==> src/rtl/evm_pkg.sv <==
// Shared types and helpers for the ballot-unit tally stage.
// Holds the FSM state encoding, default sizing and one-hot button decoding.
package evm_pkg;

    localparam int DEF_NUM_CAND = 4;
    localparam int DEF_CNT_W    = 8;
    localparam int MAX_CAND     = 16;
    localparam int IDX_W        = 4;

    typedef enum logic [1:0] {
        IDLE   = 2'd0,
        ARMED  = 2'd1,
        COMMIT = 2'd2,
        HOLD   = 2'd3
    } state_e;

    // True when exactly one button is pressed.
    function automatic logic onehot_valid(input logic [MAX_CAND-1:0] v);
        return (v != '0) && ((v & (v - MAX_CAND'(1))) == '0);
    endfunction

    function automatic logic [IDX_W-1:0] onehot_to_idx(input logic [MAX_CAND-1:0] v);
        logic [IDX_W-1:0] idx;
        idx = '0;
        for (int i = 0; i < MAX_CAND; i++) begin
            if (v[i]) idx = IDX_W'(i);
        end
        return idx;
    endfunction

endpackage

==> src/rtl/sat_counter.sv <==
// Synchronous saturating up-counter; holds at all-ones and flags it on max_hit_o.
module sat_counter #(
    parameter int CNT_W = 8
) (
    input  logic             clk,
    input  logic             rst_n,
    input  logic             inc_i,
    output logic [CNT_W-1:0] cnt_o,
    output logic             max_hit_o
);

    logic [CNT_W-1:0] cnt_q;
    logic [CNT_W-1:0] cnt_d;

    assign max_hit_o = &cnt_q;
    assign cnt_o     = cnt_q;

    // NOTE: every signal assigned in always_comb gets a default first, so no path leaves it unassigned and no latch is inferred.
    always_comb begin
        cnt_d = cnt_q;
        if (inc_i && !max_hit_o) begin
            cnt_d = cnt_q + CNT_W'(1);
        end
    end

    // NOTE: state registers update with non-blocking assignments so every flop samples pre-edge values.
    always_ff @(posedge clk) begin
        if (!rst_n) begin
            cnt_q <= '0;
        end else begin
            cnt_q <= cnt_d;
        end
    end

endmodule

==> src/rtl/vote_tally.sv <==
// Ballot-unit tally stage: arms on an authorised ballot, accepts one button press,
// commits it into per-candidate and total saturating counters, and offers readout.
module vote_tally
    import evm_pkg::*;
#(
    parameter int NUM_CAND    = DEF_NUM_CAND,
    parameter int CNT_W       = DEF_CNT_W,
    parameter int TIMEOUT_CYC = 1000
) (
    input  logic                        clk,
    input  logic                        reset,
    input  logic                        ballot_en,
    input  logic [NUM_CAND-1:0]         cand_btn,
    input  logic                        lock,
    input  logic [$clog2(NUM_CAND)-1:0] tally_sel,
    output logic                        valid_vote,
    output logic [CNT_W-1:0]            tally_out,
    output logic [CNT_W-1:0]            total_votes,
    output logic                        armed,
    output logic                        timeout,
    output logic                        multi_err,
    output logic                        sat
);

    localparam int SEL_W  = $clog2(NUM_CAND);
    localparam int WAIT_W = $clog2(TIMEOUT_CYC);

    state_e              state_q;
    state_e              state_d;
    logic                ben_q;
    logic [WAIT_W-1:0]   wait_q;
    logic [WAIT_W-1:0]   wait_d;
    logic [SEL_W-1:0]    idx_q;
    logic [SEL_W-1:0]    idx_d;
    logic                valid_q;
    logic [CNT_W-1:0]    tally_q;
    logic [CNT_W-1:0]    tally_d;
    logic                sat_q;
    logic                sat_d;

    logic [MAX_CAND-1:0] btn_ext;
    logic                btn_one;
    logic                btn_any;
    logic                ben_rise;
    logic                wait_done;
    logic                commit;

    logic [CNT_W-1:0]    cnt [NUM_CAND];
    logic [NUM_CAND-1:0] cand_inc;
    logic [NUM_CAND-1:0] cand_max;
    logic                total_max;

    assign btn_ext   = MAX_CAND'(cand_btn);
    assign btn_one   = onehot_valid(btn_ext);
    assign btn_any   = |cand_btn;
    assign ben_rise  = ballot_en && !ben_q;
    assign wait_done = (wait_q == WAIT_W'(TIMEOUT_CYC - 1));

    // State register
    always_ff @(posedge clk) begin
        if (!reset) begin
            state_q <= IDLE;
        end else begin
            state_q <= state_d;
        end
    end

    // Next-state logic; order inside ARMED encodes fall > timeout > press.
    always_comb begin
        state_d = state_q;
        case (state_q)
            IDLE: begin
                if (ben_rise && !lock) state_d = ARMED;
            end
            ARMED: begin
                if (!ballot_en)     state_d = IDLE;
                else if (wait_done) state_d = IDLE;
                else if (btn_one)   state_d = COMMIT;
            end
            COMMIT: begin
                state_d = HOLD;
            end
            HOLD: begin
                if (!ballot_en && !btn_any) state_d = IDLE;
            end
            default: begin
                state_d = IDLE;
            end
        endcase
    end

    // FSM outputs
    always_comb begin
        armed     = (state_q == ARMED);
        timeout   = (state_q == ARMED) && ballot_en && wait_done;
        multi_err = (state_q == ARMED) && btn_any && !btn_one;
        commit    = (state_q == COMMIT);
    end

    always_comb begin
        wait_d = '0;
        if (state_q == ARMED) begin
            wait_d = wait_q + WAIT_W'(1);
        end
        idx_d = idx_q;
        if ((state_q == ARMED) && btn_one) begin
            idx_d = SEL_W'(onehot_to_idx(btn_ext));
        end
    end

    always_comb begin
        tally_d = '0;
        for (int i = 0; i < NUM_CAND; i++) begin
            if (int'(tally_sel) == i) tally_d = cnt[i];
        end
    end

    assign sat_d = sat_q | (|(cand_inc & cand_max)) | (valid_q & total_max);

    // ben_q resets high so a ballot_en already high across reset does not arm a ballot.
    always_ff @(posedge clk) begin
        if (!reset) begin
            ben_q   <= 1'b1;
            wait_q  <= '0;
            idx_q   <= '0;
            valid_q <= 1'b0;
            tally_q <= '0;
            sat_q   <= 1'b0;
        end else begin
            ben_q   <= ballot_en;
            wait_q  <= wait_d;
            idx_q   <= idx_d;
            valid_q <= commit;
            tally_q <= tally_d;
            sat_q   <= sat_d;
        end
    end

    // The counters increment on the registered commit pulse, one edge after it rises.
    for (genvar g = 0; g < NUM_CAND; g++) begin : g_cand
        assign cand_inc[g] = valid_q && (idx_q == SEL_W'(g));

        sat_counter #(
            .CNT_W (CNT_W)
        ) u_cnt (
            .clk       (clk),
            .rst_n     (reset),
            .inc_i     (cand_inc[g]),
            .cnt_o     (cnt[g]),
            .max_hit_o (cand_max[g])
        );
    end

    sat_counter #(
        .CNT_W (CNT_W)
    ) u_total (
        .clk       (clk),
        .rst_n     (reset),
        .inc_i     (valid_q),
        .cnt_o     (total_votes),
        .max_hit_o (total_max)
    );

    assign valid_vote = valid_q;
    assign tally_out  = tally_q;
    assign sat        = sat_q;

endmodule

==> config.mk <==
export PLATFORM = sky130hd
export DESIGN_NAME = vote_tally
export DESIGN_NICKNAME = d
export VERILOG_FILES = /design/src/rtl/evm_pkg.sv /design/src/rtl/sat_counter.sv /design/src/rtl/vote_tally.sv
export SDC_FILE = /design/constraint.sdc
export NUM_CORES = 1
export LEC_CHECK = 0
export CORE_ASPECT_RATIO = 1.4
export CORE_UTILIZATION = 40
export CTS_CLUSTER_SIZE = 8
export DETAILED_ROUTE_END_ITERATION = 16
export SKIP_LAST_GASP = 1
export SYNTH_ARGS = -nofsm -noshare
export SYNTH_HDL_FRONTEND = slang
export SYNTH_HIERARCHICAL = 1
export SYNTH_SLANG_ARGS = --single-unit
==> constraint.sdc <==
create_clock -name clk -period 1.9 [get_ports clk]
set_input_delay 0.19 -clock clk [delete_from_list [all_inputs] [get_ports clk]]
set_output_delay 0.19 -clock clk [all_outputs]
set_load 0.01 [all_outputs]
==> flow_metrics.tcl <==
set metrics [dict create \
    skew_ns 0.004367 \
    globalRouteOverflowTotal 0 \
    die_w_um 79.37 \
    synthFlopType "dfxtp_1" \
    synth_fp_nets 387 \
    max-cap-violations 0 \
    n_antenna_cell 0 \
    worstPathArrival_ns 1.52 \
    grt_max_degree 24 \
    r2r-start "idx_q[1]" \
    clk_pin_slew_ns 0.05 \
    avgViaCountPerCell 5.534 \
    critPathKind "flip-flop to primary output" \
    async_reset_ff_frac 0 \
    fin_crit_ns 1.708 \
    reg2reg_slack_ns 0.22 \
    total_power_w 0.003043 \
    wirelength_um 7436 \
    first_pass_iters 4 \
    cp_max_fo 6 \
    top_usage_layer "met2" \
    tightest_slew_ns 0.3670 \
    dieArea_um2 8755 \
    multi_input_area_um2 1899 \
    period_share 0.8990 \
    avgSynthCellArea_um2 9.035 \
    drive_above_1_share 0.1476 \
    wl_per_cell_um 14.25 \
    drv_slew 0 \
    cts_root_buf "clkbuf_16" \
    slew_headroom 0.7546 \
    ff2ff_path_depth 5 \
    synth_area_leaders "dfxtp_1, mux2i_1, mux4_2, nand2_1, a21oi_1" \
    yosysUniqueCellTypes 45 \
    clock_latency_ns 0.33 \
    final_core_util 0.5070 \
    htree_levels 3 \
    hold_viol_final 0 \
    cts-hold-fix-buffers 0 \
    ys_seq_elements 65 \
    syn_to_final_growth_pct 23.25 \
    place_congestion 0.7579 \
    start_kind "flip-flop" \
    syn_inst 371 \
    n_fill_cell 785 \
    powerDensity_nw_per_um2 736.6 \
    use_met3 0.03539 \
    final_nets 432 \
    core_area_um2 8149 \
    hold_ws_ns 0.2173 \
    io_buffers 30 \
    ctsLongestPathBuffers 2 \
    grt_pass1_vias 2733 \
    p_leak_nw 1.558 \
    cp-end-kind "primary output" \
    vias 2889 \
    setup_violations 0 \
    numCtsBuffers 9 \
    dp_hpwl_um 5441 \
    synth_edf_count 0 \
    drtIter0Drc 187 \
    drtAntennaViolNets 0 \
    fmax_ghz 0.5855 \
    hold_path.class "input port to flip-flop" \
    crit_required_ns 1.71 \
    rsz0062_at_grt "false" \
    cts.sinks 65 \
    die_y_um 110.3 \
    min_from "reset" \
    yosysSeqAreaShare 0.3882 \
    post-synth-top-area-cell "dfxtp_1" \
    initial_core_util 0.4113 \
    rows 39 \
    syn-cell-area_um2 3352 \
    vdd_drop_max_v 0.0004243 \
    synth.top_cell.area_share 0.3882 \
    grt_antenna_before_repair 0 \
    use_met2 0.3177 \
    ys_warn_count 6 \
    cts_tree "yes" \
    fin_tns_setup_ns 0 \
    status "finished, final reports clean" \
    grtUsageTotal 0.1860 \
    crit_path_start "state_q[0]" \
    grt_pass1_wl_um 12380 \
    drc 0 \
    met1_usage 0.2101 \
    r2r_end "g_cand[2].u_cnt/cnt_o[7]" \
    crit_end "armed" \
    register_area_um2 1303 \
    io_pins 31 \
]
## worst min-delay path by stage
| stage | end | depth (start not counted) |
|---|---|---|
| CTS | ben_q | 2 |
| finish | ben_q | 2 |
| floorplan | ben_q | 1 |
| detailed placement | wait_q[0] | 1 |
| global placement | wait_q[0] | 1 |
| global route | ben_q | 2 |
## layer usage
metal	vias to the layer above	part of all wire
met5	-	0
met4	0	0.033
met3	17	0.032
met2	55	0.49
met1	1371	0.44
li1	1446	-
## repair_timing
item	in CTS	in global routing
setup buffers	0	0
endpoints found under the setup margin	2	0
resized for setup	4	0
## critical path: stages (launching register included)
cell and delay [ns]:
dfxtp_2 0.36, nor2b_2 0.16, buf_4 0.14, clkdlybuf4s50_1 0.53
## layout by cell type (no fill, tap or decap), drive strengths merged, types with 2 or more instances in the layout
cell           Yosys  routed
a21oi             19      19
dlygate4sd2        0       2
nor3b              2       2
a21boi             2       2
a211oi            11      11
or4                5       5
inv               25      25
nand2b            13      13
clkbuf             4      13
nor2              14      14
nand4              6       6
o211a              5       5
nor4               2       2
a31oi             11      11
and4              10      10
and3b              2       2
nand2             34      34
nor3              17      17
nor4b              2       2
nand3             22      22
nor2b              2       2
and3              20      20
dfxtp             65      65
o31ai              8       8
buf                8      17
ha                 6       6
xnor2              5       5
o21ai              8       8
xor2               3       3
mux2i             18      18
mux4               8       8
clkdlybuf4s50      0      27
and2               8       8
## cell type report
type,instances,share of cell area
tap,102,0.03089
timing repair buffer,46,0.1030
inverter,25,0.02271
clock buffer,13,0.06541
sequential,65,0.3153
multi-input combinational,269,0.4597
clock inverter,2,0.003028
## through the flow
step	std cells	instance area (um2)	setup slack, ns
finish	522	4131	0.1920
global placement	507	3847	0.1299
floorplan	371	3357	0.1544
detailed placement	507	3847	0.1263
global route	522	4131	0.05166
CTS	522	4131	0.1725
## registers in the layout, indices dropped and copies added, names as in the netlist, 2 cells and up, named ones only
| register | cells |
|---|---|
| g_cand.u_cnt/cnt_o | 32 |
| idx_q | 2 |
| tally_out | 8 |
| u_total/cnt_o | 8 |
| wait_q | 10 |
## logic make-up (layout without fill, tap and decap cells)
group / count (synthesis) / in the layout / share of synthesized area
AOI/OAI and AO/OA: 65 / 65 / 0.1265
buffers and inverters: 37 / 86 / 0.04741
adders and majority gates: 7 / 7 / 0.02538
and+or+nand+nor: 163 / 163 / 0.2841
DFF: 65 / 65 / 0.3882
muxes: 26 / 26 / 0.1075
xor gates and xnor gates: 8 / 8 / 0.02090
## synth_stat cells (3+ instances only)
master,count
mux2i_1,18
a211oi_1,10
nand2b_1,13
a31oi_1,11
dfxtp_1,65
or4_1,5
clkbuf_1,3
nand4_1,6
and2_1,8
nand2_1,34
buf_2,6
nor2_1,14
and3_2,5
xor2_1,3
nand3_2,5
and4_2,5
mux4_2,8
o31ai_1,8
and3_1,15
o211a_1,5
nand3_1,17
a21oi_1,19
xnor2_1,5
inv_1,25
nor3_1,17
ha_1,6
and4_1,5
o21ai_0,8
## power breakdown
part / switching (W) / internal [W] / leakage (nW)
sequential: 0.00000385 / 0.00137 / 0.524
clock: 0.000574 / 0.000979 / 0.138
combinational: 0.0000600 / 0.0000577 / 0.896
total: 0.000638 / 0.00241 / 1.56
No activity file was read; power rests on OpenSTA's default activity.
